<file path="src/rtl/cpu_pkg.sv">
// cpu_pkg: shared opcodes, instruction field positions and widths for the fetch/decode stage.
package cpu_pkg;
   localparam int PC_W      = 32;
   localparam int REG_IDX_W = 4;
   localparam int OPC_W     = 6;
   localparam int OPC_LSB   = 26;
   localparam int RD_LSB    = 22;
   localparam int RS_LSB    = 18;
   localparam int RT_LSB    = 14;
   localparam int IMM_W     = 14;
   localparam int OFF_W     = 26;
   localparam logic [OPC_W-1:0] OP_OR   = 6'd0;
   localparam logic [OPC_W-1:0] OP_ADD  = 6'd1;
   localparam logic [OPC_W-1:0] OP_SUB  = 6'd2;
   localparam logic [OPC_W-1:0] OP_AND  = 6'd3;
   localparam logic [OPC_W-1:0] OP_ORI  = 6'd4;
   localparam logic [OPC_W-1:0] OP_ADDI = 6'd5;
   localparam logic [OPC_W-1:0] OP_LD   = 6'd6;
   localparam logic [OPC_W-1:0] OP_ST   = 6'd7;
   localparam logic [OPC_W-1:0] OP_LDW  = 6'd8;
   localparam logic [OPC_W-1:0] OP_SDW  = 6'd9;
   localparam logic [OPC_W-1:0] OP_JR   = 6'd10;
   localparam logic [OPC_W-1:0] OP_BZ   = 6'd11;
   localparam logic [OPC_W-1:0] OP_BGZ  = 6'd12;
   localparam logic [OPC_W-1:0] OP_BLZ  = 6'd13;
   localparam logic [OPC_W-1:0] OP_J    = 6'd14;
   localparam logic [OPC_W-1:0] OP_CLL  = 6'd15;
   typedef enum logic {RUN, HALT} state_e;
endpackage

</file>
<file path="src/rtl/imm_extender.sv">
// imm_extender: builds the 32-bit immediate from IR; ORI zero-extends, J/CLL use the 26-bit offset.
module imm_extender
   import cpu_pkg::*;
(
   input  logic [PC_W-1:0]  ir,
   input  logic [OPC_W-1:0] opcode,
   output logic [PC_W-1:0]  imm_ext
);
   always_comb begin
      imm_ext = (opcode == OP_ORI) ? {{(PC_W-IMM_W){1'b0}}, ir[IMM_W-1:0]} :
                (opcode == OP_J || opcode == OP_CLL) ? {{(PC_W-OFF_W){ir[OFF_W-1]}}, ir[OFF_W-1:0]} :
                {{(PC_W-IMM_W){ir[IMM_W-1]}}, ir[IMM_W-1:0]};
   end
endmodule

</file>
<file path="src/rtl/fetch_decode_unit.sv">
// fetch_decode_unit: owns PC and IR, decodes instruction fields and sequences/redirects the PC.
module fetch_decode_unit
   import cpu_pkg::*;
#(
   parameter logic [31:0] RESET_PC   = 32'd0,
   parameter int          IMEM_DEPTH = 256
) (
   input  logic                 clk,
   input  logic                 reset,
   input  logic                 pc_write,
   input  logic                 stall,
   input  logic                 branch,
   input  logic                 jump,
   input  logic                 jr,
   input  logic [PC_W-1:0]      rs_data,
   output logic [PC_W-1:0]      imem_addr,
   input  logic [PC_W-1:0]      imem_rdata,
   output logic [OPC_W-1:0]     opcode,
   output logic [REG_IDX_W-1:0] rd,
   output logic [REG_IDX_W-1:0] rs,
   output logic [REG_IDX_W-1:0] rt,
   output logic [PC_W-1:0]      imm_ext,
   output logic [PC_W-1:0]      return_addr,
   output logic [PC_W-1:0]      pc,
   output logic [PC_W-1:0]      instr_pc,
   output logic                 ldw_exception,
   output logic                 fetch_fault,
   output logic                 halted
);
   localparam logic [PC_W-1:0] DEPTH = PC_W'(IMEM_DEPTH);
   logic [PC_W-1:0] pc_q, pc_d, ir_q, ir_d, instr_pc_q, instr_pc_d;
   logic            ldw_q, ldw_d;
   state_e          state_q, state_d;
   logic [OPC_W-1:0] fetch_op;
   imm_extender u_imm (
      .ir      (ir_q),
      .opcode  (opcode),
      .imm_ext (imm_ext)
   );
   always_ff @(posedge clk or negedge reset) begin
      if (!reset) begin
         pc_q       <= RESET_PC;
         ir_q       <= '0;
         instr_pc_q <= RESET_PC;
         ldw_q      <= 1'b0;
         state_q    <= RUN;
      end else begin
         pc_q       <= pc_d;
         ir_q       <= ir_d;
         instr_pc_q <= instr_pc_d;
         ldw_q      <= ldw_d;
         state_q    <= state_d;
      end
   end
   // Branch and J/CLL share one adder: both targets are instr_pc + imm_ext.
   always_comb begin
      pc_d       = pc_q;
      ir_d       = ir_q;
      instr_pc_d = instr_pc_q;
      ldw_d      = ldw_q;
      state_d    = state_q;
      fetch_op   = imem_rdata[OPC_LSB +: OPC_W];
      if (state_q == RUN && !stall) begin
         if (jr)
            pc_d = rs_data;
         else if (jump || branch)
            pc_d = instr_pc_q + imm_ext;
         else if (pc_write && pc_q < DEPTH) begin
            ir_d       = imem_rdata;
            instr_pc_d = pc_q;
            pc_d       = pc_q + 1'b1;
            ldw_d      = (fetch_op == OP_LDW || fetch_op == OP_SDW) && imem_rdata[RD_LSB];
         end else if (pc_write)
            state_d = HALT;
      end
   end
   assign imem_addr     = pc_q;
   assign pc            = pc_q;
   assign instr_pc      = instr_pc_q;
   assign opcode        = ir_q[OPC_LSB +: OPC_W];
   assign rd            = ir_q[RD_LSB +: REG_IDX_W];
   assign rs            = ir_q[RS_LSB +: REG_IDX_W];
   assign rt            = ir_q[RT_LSB +: REG_IDX_W];
   assign return_addr   = instr_pc_q + 1'b1;
   assign ldw_exception = ldw_q;
   assign fetch_fault   = state_q == HALT;
   assign halted        = state_q == HALT;
endmodule

</file>
<file path="config.mk">
export PLATFORM = sky130hd
export DESIGN_NAME = fetch_decode_unit
export DESIGN_NICKNAME = d
export VERILOG_FILES = /design/src/rtl/cpu_pkg.sv /design/src/rtl/imm_extender.sv /design/src/rtl/fetch_decode_unit.sv
export SDC_FILE = /design/constraint.sdc
export NUM_CORES = 1
export LEC_CHECK = 0
export ABC_CLOCK_PERIOD_IN_PS = 4300
export BUFFER_PORTS_ARGS = -buffer_cell sky130_fd_sc_hd__buf_2
export CORE_MARGIN = 10
export CORE_UTILIZATION = 25
export CTS_CLUSTER_SIZE = 30
export DETAILED_ROUTE_END_ITERATION = 16
export GPL_TIMING_DRIVEN = 0
export PLACE_DENSITY = 0.55
export SLEW_MARGIN = 40
export SYNTH_ARGS = -nofsm -noshare
export SYNTH_HDL_FRONTEND = slang
export SYNTH_HIERARCHICAL = 1
export SYNTH_SLANG_ARGS = --single-unit
</file>
<file path="constraint.sdc">
create_clock -name clk -period 4.3 [get_ports clk]
set_input_delay 0 -clock clk [delete_from_list [all_inputs] [get_ports clk]]
set_output_delay 0 -clock clk [all_outputs]
set_load 0.005 [all_outputs]
</file>
[Yosys cells after proc, flatten, opt, wreduce, memory -nomap -nowiden]
Cells that the tools add are included.
Operators by class
  add/subtract/negate cells: 3
  $lt $le $gt $ge: 1
  equal/unequal tests: 5
  mux-type cells: 5
  bitwise logic cells: 4
  reduce and logical (&&, ||, !) cells: 11
Operator list (number)
  $mux W32: 5
  $add A32 B1 Y32 const B: 2
  $add A32 B32 Y32: 1
  $lt A32 B9 Y1 const B: 1
  $eq A6 B4 Y1 const B: 4
  $eq A6 B3 Y1 const B: 1
  $reduce_and A5 Y1: 1
  $not A1 Y1: 4
  $reduce_and A4 Y1: 1
  $logic_and A1 B1 Y1: 3
  $logic_or A1 B1 Y1: 3
  $reduce_bool A3 Y1: 1
  $reduce_and A2 Y1: 1
  $logic_not A1 Y1: 1
Storage, ports and cells
  flip-flop bits (word level): 98
  input port bits: 71
  output and inout port bits: 181
  logic and storage cells: 34

[Logic depth before layout (Yosys ltp)]
  word-level depth: 7
  gate-level depth with buffers: 13
  mapped depth without buffers: 11

[Modules after synthesis]
Netlist, hierarchy kept.
Modules (own cells, without submodules)
  fetch_decode_unit: instances 1, cells an instance 831, area an instance 7374.6 µm², seq. area each 2452.4 µm²
  imm_extender: instances 1, cells an instance 40, area an instance 300.3 µm², seq. area each 0.0 µm²

[Worst setup path before layout]
Ideal clock, no wire load.
  path type: reg2reg
  start point: reg ir_q[27]
  end point: reg pc_q[29], in the netlist imem_addr[29]
  setup time: 0.122 ns
  data arrival time: 3.051 ns
  data required time: 4.178 ns
  setup slack: 1.127 ns
  cell stages (with the launch flop): 13
  path buffers: 2
  clock period less this slack: 3.173 ns
  cells stage by stage: dfrtp_1 -> or3_1 -> a22o_1 -> buf_6 -> a21o_1 -> ha_1 -> clkbuf_1 -> nand2_1 -> or3_1 -> o32ai_1 -> a31oi_1 -> o31a_1 -> a32o_1
On the way
  word-level cells in the longest chain between the ends: 7
  elaborated cells on any way between the ends: 9
  classes of those cells: add/sub: 1; eq/ne: 3; mux: 4; reduce/logical: 1
RTL lines
  start, declared: RTL line fetch_decode_unit.sv:31  | logic [PC_W-1:0] pc_q, pc_d, ir_q, ir_d, instr_pc_q, instr_pc_d;
  start signal, assigned: RTL line fetch_decode_unit.sv:49  | ir_q <= ir_d;
  $eq A6 B4 Y1: RTL line imm_extender.sv:11  | (opcode == OP_J || opcode == OP_CLL) ? {{(PC_W-OFF_W){ir[OFF_W-1]}}, ir[OFF_W-1:0]} :
  $logic_or A1 B1 Y1: RTL line imm_extender.sv:11
  $mux W32: RTL line imm_extender.sv:11
  $mux W32 *: RTL line imm_extender.sv:10  | imm_ext = (opcode == OP_ORI) ? {{(PC_W-IMM_W){1'b0}}, ir[IMM_W-1:0]} :
  net imm_ext[24]: RTL line fetch_decode_unit.sv:22  | output logic [PC_W-1:0] imm_ext,
  $add A32 B32 Y32 *: RTL line fetch_decode_unit.sv:67  | pc_d = instr_pc_q + imm_ext;
  $mux W32 *: RTL line fetch_decode_unit.sv:66  | else if (jump || branch)
  $mux W32 *: RTL line fetch_decode_unit.sv:64  | if (jr)
  end signal, assigned: RTL line fetch_decode_unit.sv:48  | pc_q <= pc_d;
  end, declared: RTL line fetch_decode_unit.sv:31
Mark *: on every way through the listed nets, which the timed path passes. The rest lies on a longest branch.
A chain may end at the register's enable or synchronous reset.

[Worst setup path after layout]
  start point: reg ir_q[27]
  end point: reg pc_q[30], in the netlist imem_addr[30]
On the way
  word-level cells in the longest chain between the ends: 7
  elaborated cells on any way between the ends: 9
  classes of those cells: add/sub: 1; eq/ne: 3; mux: 4; reduce/logical: 1
RTL lines (RTL line)
  $eq A6 B4 Y1: imm_extender.sv:11
  $logic_or A1 B1 Y1: imm_extender.sv:11
  $mux W32: imm_extender.sv:11
  $mux W32 *: imm_extender.sv:10
  $add A32 B32 Y32 *: fetch_decode_unit.sv:67
  $mux W32 *: fetch_decode_unit.sv:66
  $mux W32 *: fetch_decode_unit.sv:64
Every way passes the cells marked *; elsewhere a longest branch is shown, timed or not.

==> metrics.txt <==
Mean Syn Cell Area 8.81 sq um; LEAKAGE 5.39 nW; Async SR Flop Fraction 100%; syn_nets 976; clk_skew 12.2 ps; Max Fanout on Critical Path 10; post-route cell area 0.0104 sq mm; Die Wd 195 um; Routed WL per cell 19.1 um; Distinct cells, synth 80; placed cell area 0.00946 sq mm; critical path endpoint category flip-flop; clock sink count 98; TritonCTS buffer count 9; Layout area overhead 35.5%; Setup TNS Final 0 ps; initial core utilization 25.2%; RSZ-0062 raised after global routing false; initial antenna violation count 1; register area share after synthesis 32.0%; number of remaining DRC errors 0; first-pass GRT wire length 47.4 mm; CP max stage delay 420 ps; final net count 1296; GR Overflow Total 0; Critical Path AT 3880 ps; Final Slew Violations 0; Post-synth EDFFs 0; FILL cells 3223; max_cap viols 0; First-pass DRT Iterations 6; CTS max path bufs 2; die footprint 0.0381 sq mm; Post-Route WL 30.4 mm; I/O Buffers 251; RePlAce Congestion 0.888; clock latency on the worst-skew pair 360 ps; dpl cells 1519; Cell Pwr Density 311 mW/mm^2; Post-Synthesis Cells 871; num rows 64; die height 195 um; VDD IR max 0.165 mV; crit path time final 3630 ps; CTS tree done; ratio of cells with drive above 1 in the final layout 34.5%; largest net degree at the start of global routing 51; status finished, final reports clean; Fin. Hold Viols 0; clk slew on worst S/H paths 80 ps; Critical-path top delay cell dfrtp_1; commonest cells after routing, fill and taps aside buf_2, dfrtp_1, nand2_1; top-level I/O count 252; CP Data Required Time 4550 ps; CP cell instances or3_1 -> a22o_1 -> buf_6 -> a21o_1 -> ha_1 -> buf_2 -> and4_1 -> nor3b_2 -> nor3b_2 -> and4bb_1 -> o31ai_1 -> mux2i_1 -> o21ai_1; Buf/Inv on CP 2; CP startpoint kind flip-flop; vias in the first global route 7922; drt initial violations 477; DR vias/cell 4.80; final worst-path cycle share 84.5%; CP Class flip-flop to flip-flop; via count 7652; HP Class input port to flip-flop; Tightest Pin Transition 806 ps; Fmax 0.275 GHz; Slew HR 46.1%; predominant post-synthesis flop cell dfrtp_1; flop and latch count out of synthesis 98; H-tree Lvls 3; most common cell after layout, fill and taps aside buf_2; Root Buffer clkbuf_16; Mapped Area 0.00767 sq mm; Core Box Area 0.0304 sq mm; antenna viol nets, final 0; Top cell by count, worst path nor3b_2; final std cells w/o fill 1593; delay-heaviest family, CP simple AND/OR/NAND/NOR gates; Final Setup Violations 0; number of synthesis warnings 6; GRT Resource Usage Total 15.6%; post-detail-place hpwl 24.6 mm
-- where the power goes --
part           leakage (nW)  internal [W]  switching, W
sequential             1.30       0.00104      0.000286
combinational          3.91      0.000513      0.000383
clock                 0.180      0.000628      0.000389
-- per-layer routing --
metal | routed length (um) | share of wire (%) | vias up | global-route usage (%)
li1 | - | - | 3743 | -
met1 | 14300 | 47 | 3617 | 20.7
met2 | 13600 | 45 | 270 | 24.8
met3 | 2120 | 7.0 | 22 | 3.85
met4 | 388 | 1.3 | 0 | 3.65
met5 | 0 | 0 | - | 0
-- final timing paths --
| check | from | end | slack [ps] | cells after the start |
|---|---|---|---|---|
| worst min register to register | ir_q[7]$_DFFE_PN0P_ | ir_q[7]$_DFFE_PN0P_ | 510 | 1 |
| worst max-delay path | ir_q[27]$_DFFE_PN0P_ | imem_addr[30]$_DFFE_PN0P_ | 670 | 13 |
| max in group asynchronous | reset | imem_addr[25]$_DFFE_PN0P_ | 3570 | 3 |
| worst max register to register | ir_q[27]$_DFFE_PN0P_ | imem_addr[30]$_DFFE_PN0P_ | 670 | 13 |
| min in group asynchronous | reset | ir_q[26]$_DFFE_PN0P_ | 140 | 2 |
| worst min-delay path | rs_data[30] | imem_addr[30]$_DFFE_PN0P_ | 10 | 3 |
-- what timing repair did --
item,4_1_cts,5_1_grt
setup buffers,0,0
setup endpoints to repair,0,0
hold buffers,57,0
resized for setup,0,0
hold endpoints to repair,154,0
-- registers in the layout, indices dropped and copies added, names as in the netlist --
name	flops
ir_q	32
fetch_fault	1
instr_pc	32
ldw_exception	1
imem_addr	32
-- metrics by stage --
stage                     power (W)  utilization [%]  worst slack (ps)  hold slack (ps)
after floorplan             0.00171                -              1130             -296
after global placement      0.00220             31.0               668              232
after detailed placement    0.00221             31.1               672            -51.3
after CTS                   0.00327             34.2               639             6.43
after global routing        0.00344             34.2               405             31.1
final                       0.00324             34.2               665             13.2
-- kinds of logic (layout without fill, tap and decap cells) --
kind of cell	count (synthesis)	in the layout	share of synthesized area, %
AO/OA/AOI/OAI	219	219	19.0
other	0	1	0
XOR/XNOR	66	66	7.53
multiplexers	46	46	6.65
adder cells (fa/ha/maj)	34	34	5.64
AND/OR/NAND/NOR	285	285	19.4
flip-flops	98	98	32.0
buffers and inverters	123	448	9.81
-- cell type report --
type / instances / area [sq um] / share of cell area [%]
Antenna cell: 1 / 2.50 / 0.0241
Buffer: 105 / 686 / 6.59
Clock buffer: 9 / 225 / 2.17
Tap cell: 396 / 495 / 4.76
Multi-Input combinational cell: 650 / 4470 / 43.0
Timing Repair Buffer: 309 / 1860 / 17.9
Inverter: 18 / 67.6 / 0.650
Sequential cell: 98 / 2450 / 23.6
Clock inverter: 7 / 139 / 1.34
-- Yosys cell counts, types with 3 or more instances --
cell	number	area [sq um]
dfrtp_1	98	2450
nand2_1	76	285
buf_4	72	541
a21oi_1	55	275
nor2_1	53	199
o21ai_0	46	230
mux2_2	40	450
xnor2_1	39	342
nand3_1	35	175
ha_1	33	413
a21o_1	27	203
xor2_1	27	236
nor2b_1	26	163
nand4_1	20	125
clkbuf_1	18	67.6
inv_1	17	63.8
nor3_1	14	70.1
a211oi_1	11	82.6
and3_1	11	68.8
buf_2	11	55.1
nor4_1	10	62.6
o21bai_1	9	67.6
a31oi_1	8	50.1
and4_1	6	52.6
mux2i_1	6	60.1
o211ai_1	5	37.5
o21a_1	5	37.5
o22ai_1	5	31.3
o31ai_1	5	37.5
or3_1	5	31.3
o221ai_1	4	35.0
o31a_1	4	35.0
a22oi_1	3	22.5
buf_1	3	11.3
nor4b_1	3	26.3
o21ai_1	3	15.0
-- worst register-to-register path: stages (launching register included) --
cell	delay (ps)
dfrtp_1	420
or3_1	380
a22o_1	270
buf_6	160
a21o_1	220
ha_1	290
buf_2	180
and4_1	230
nor3b_2	190
nor3b_2	260
and4bb_1	250
o31ai_1	330
mux2i_1	260
o21ai_1	80
Power figures use the tool's default switching activity.
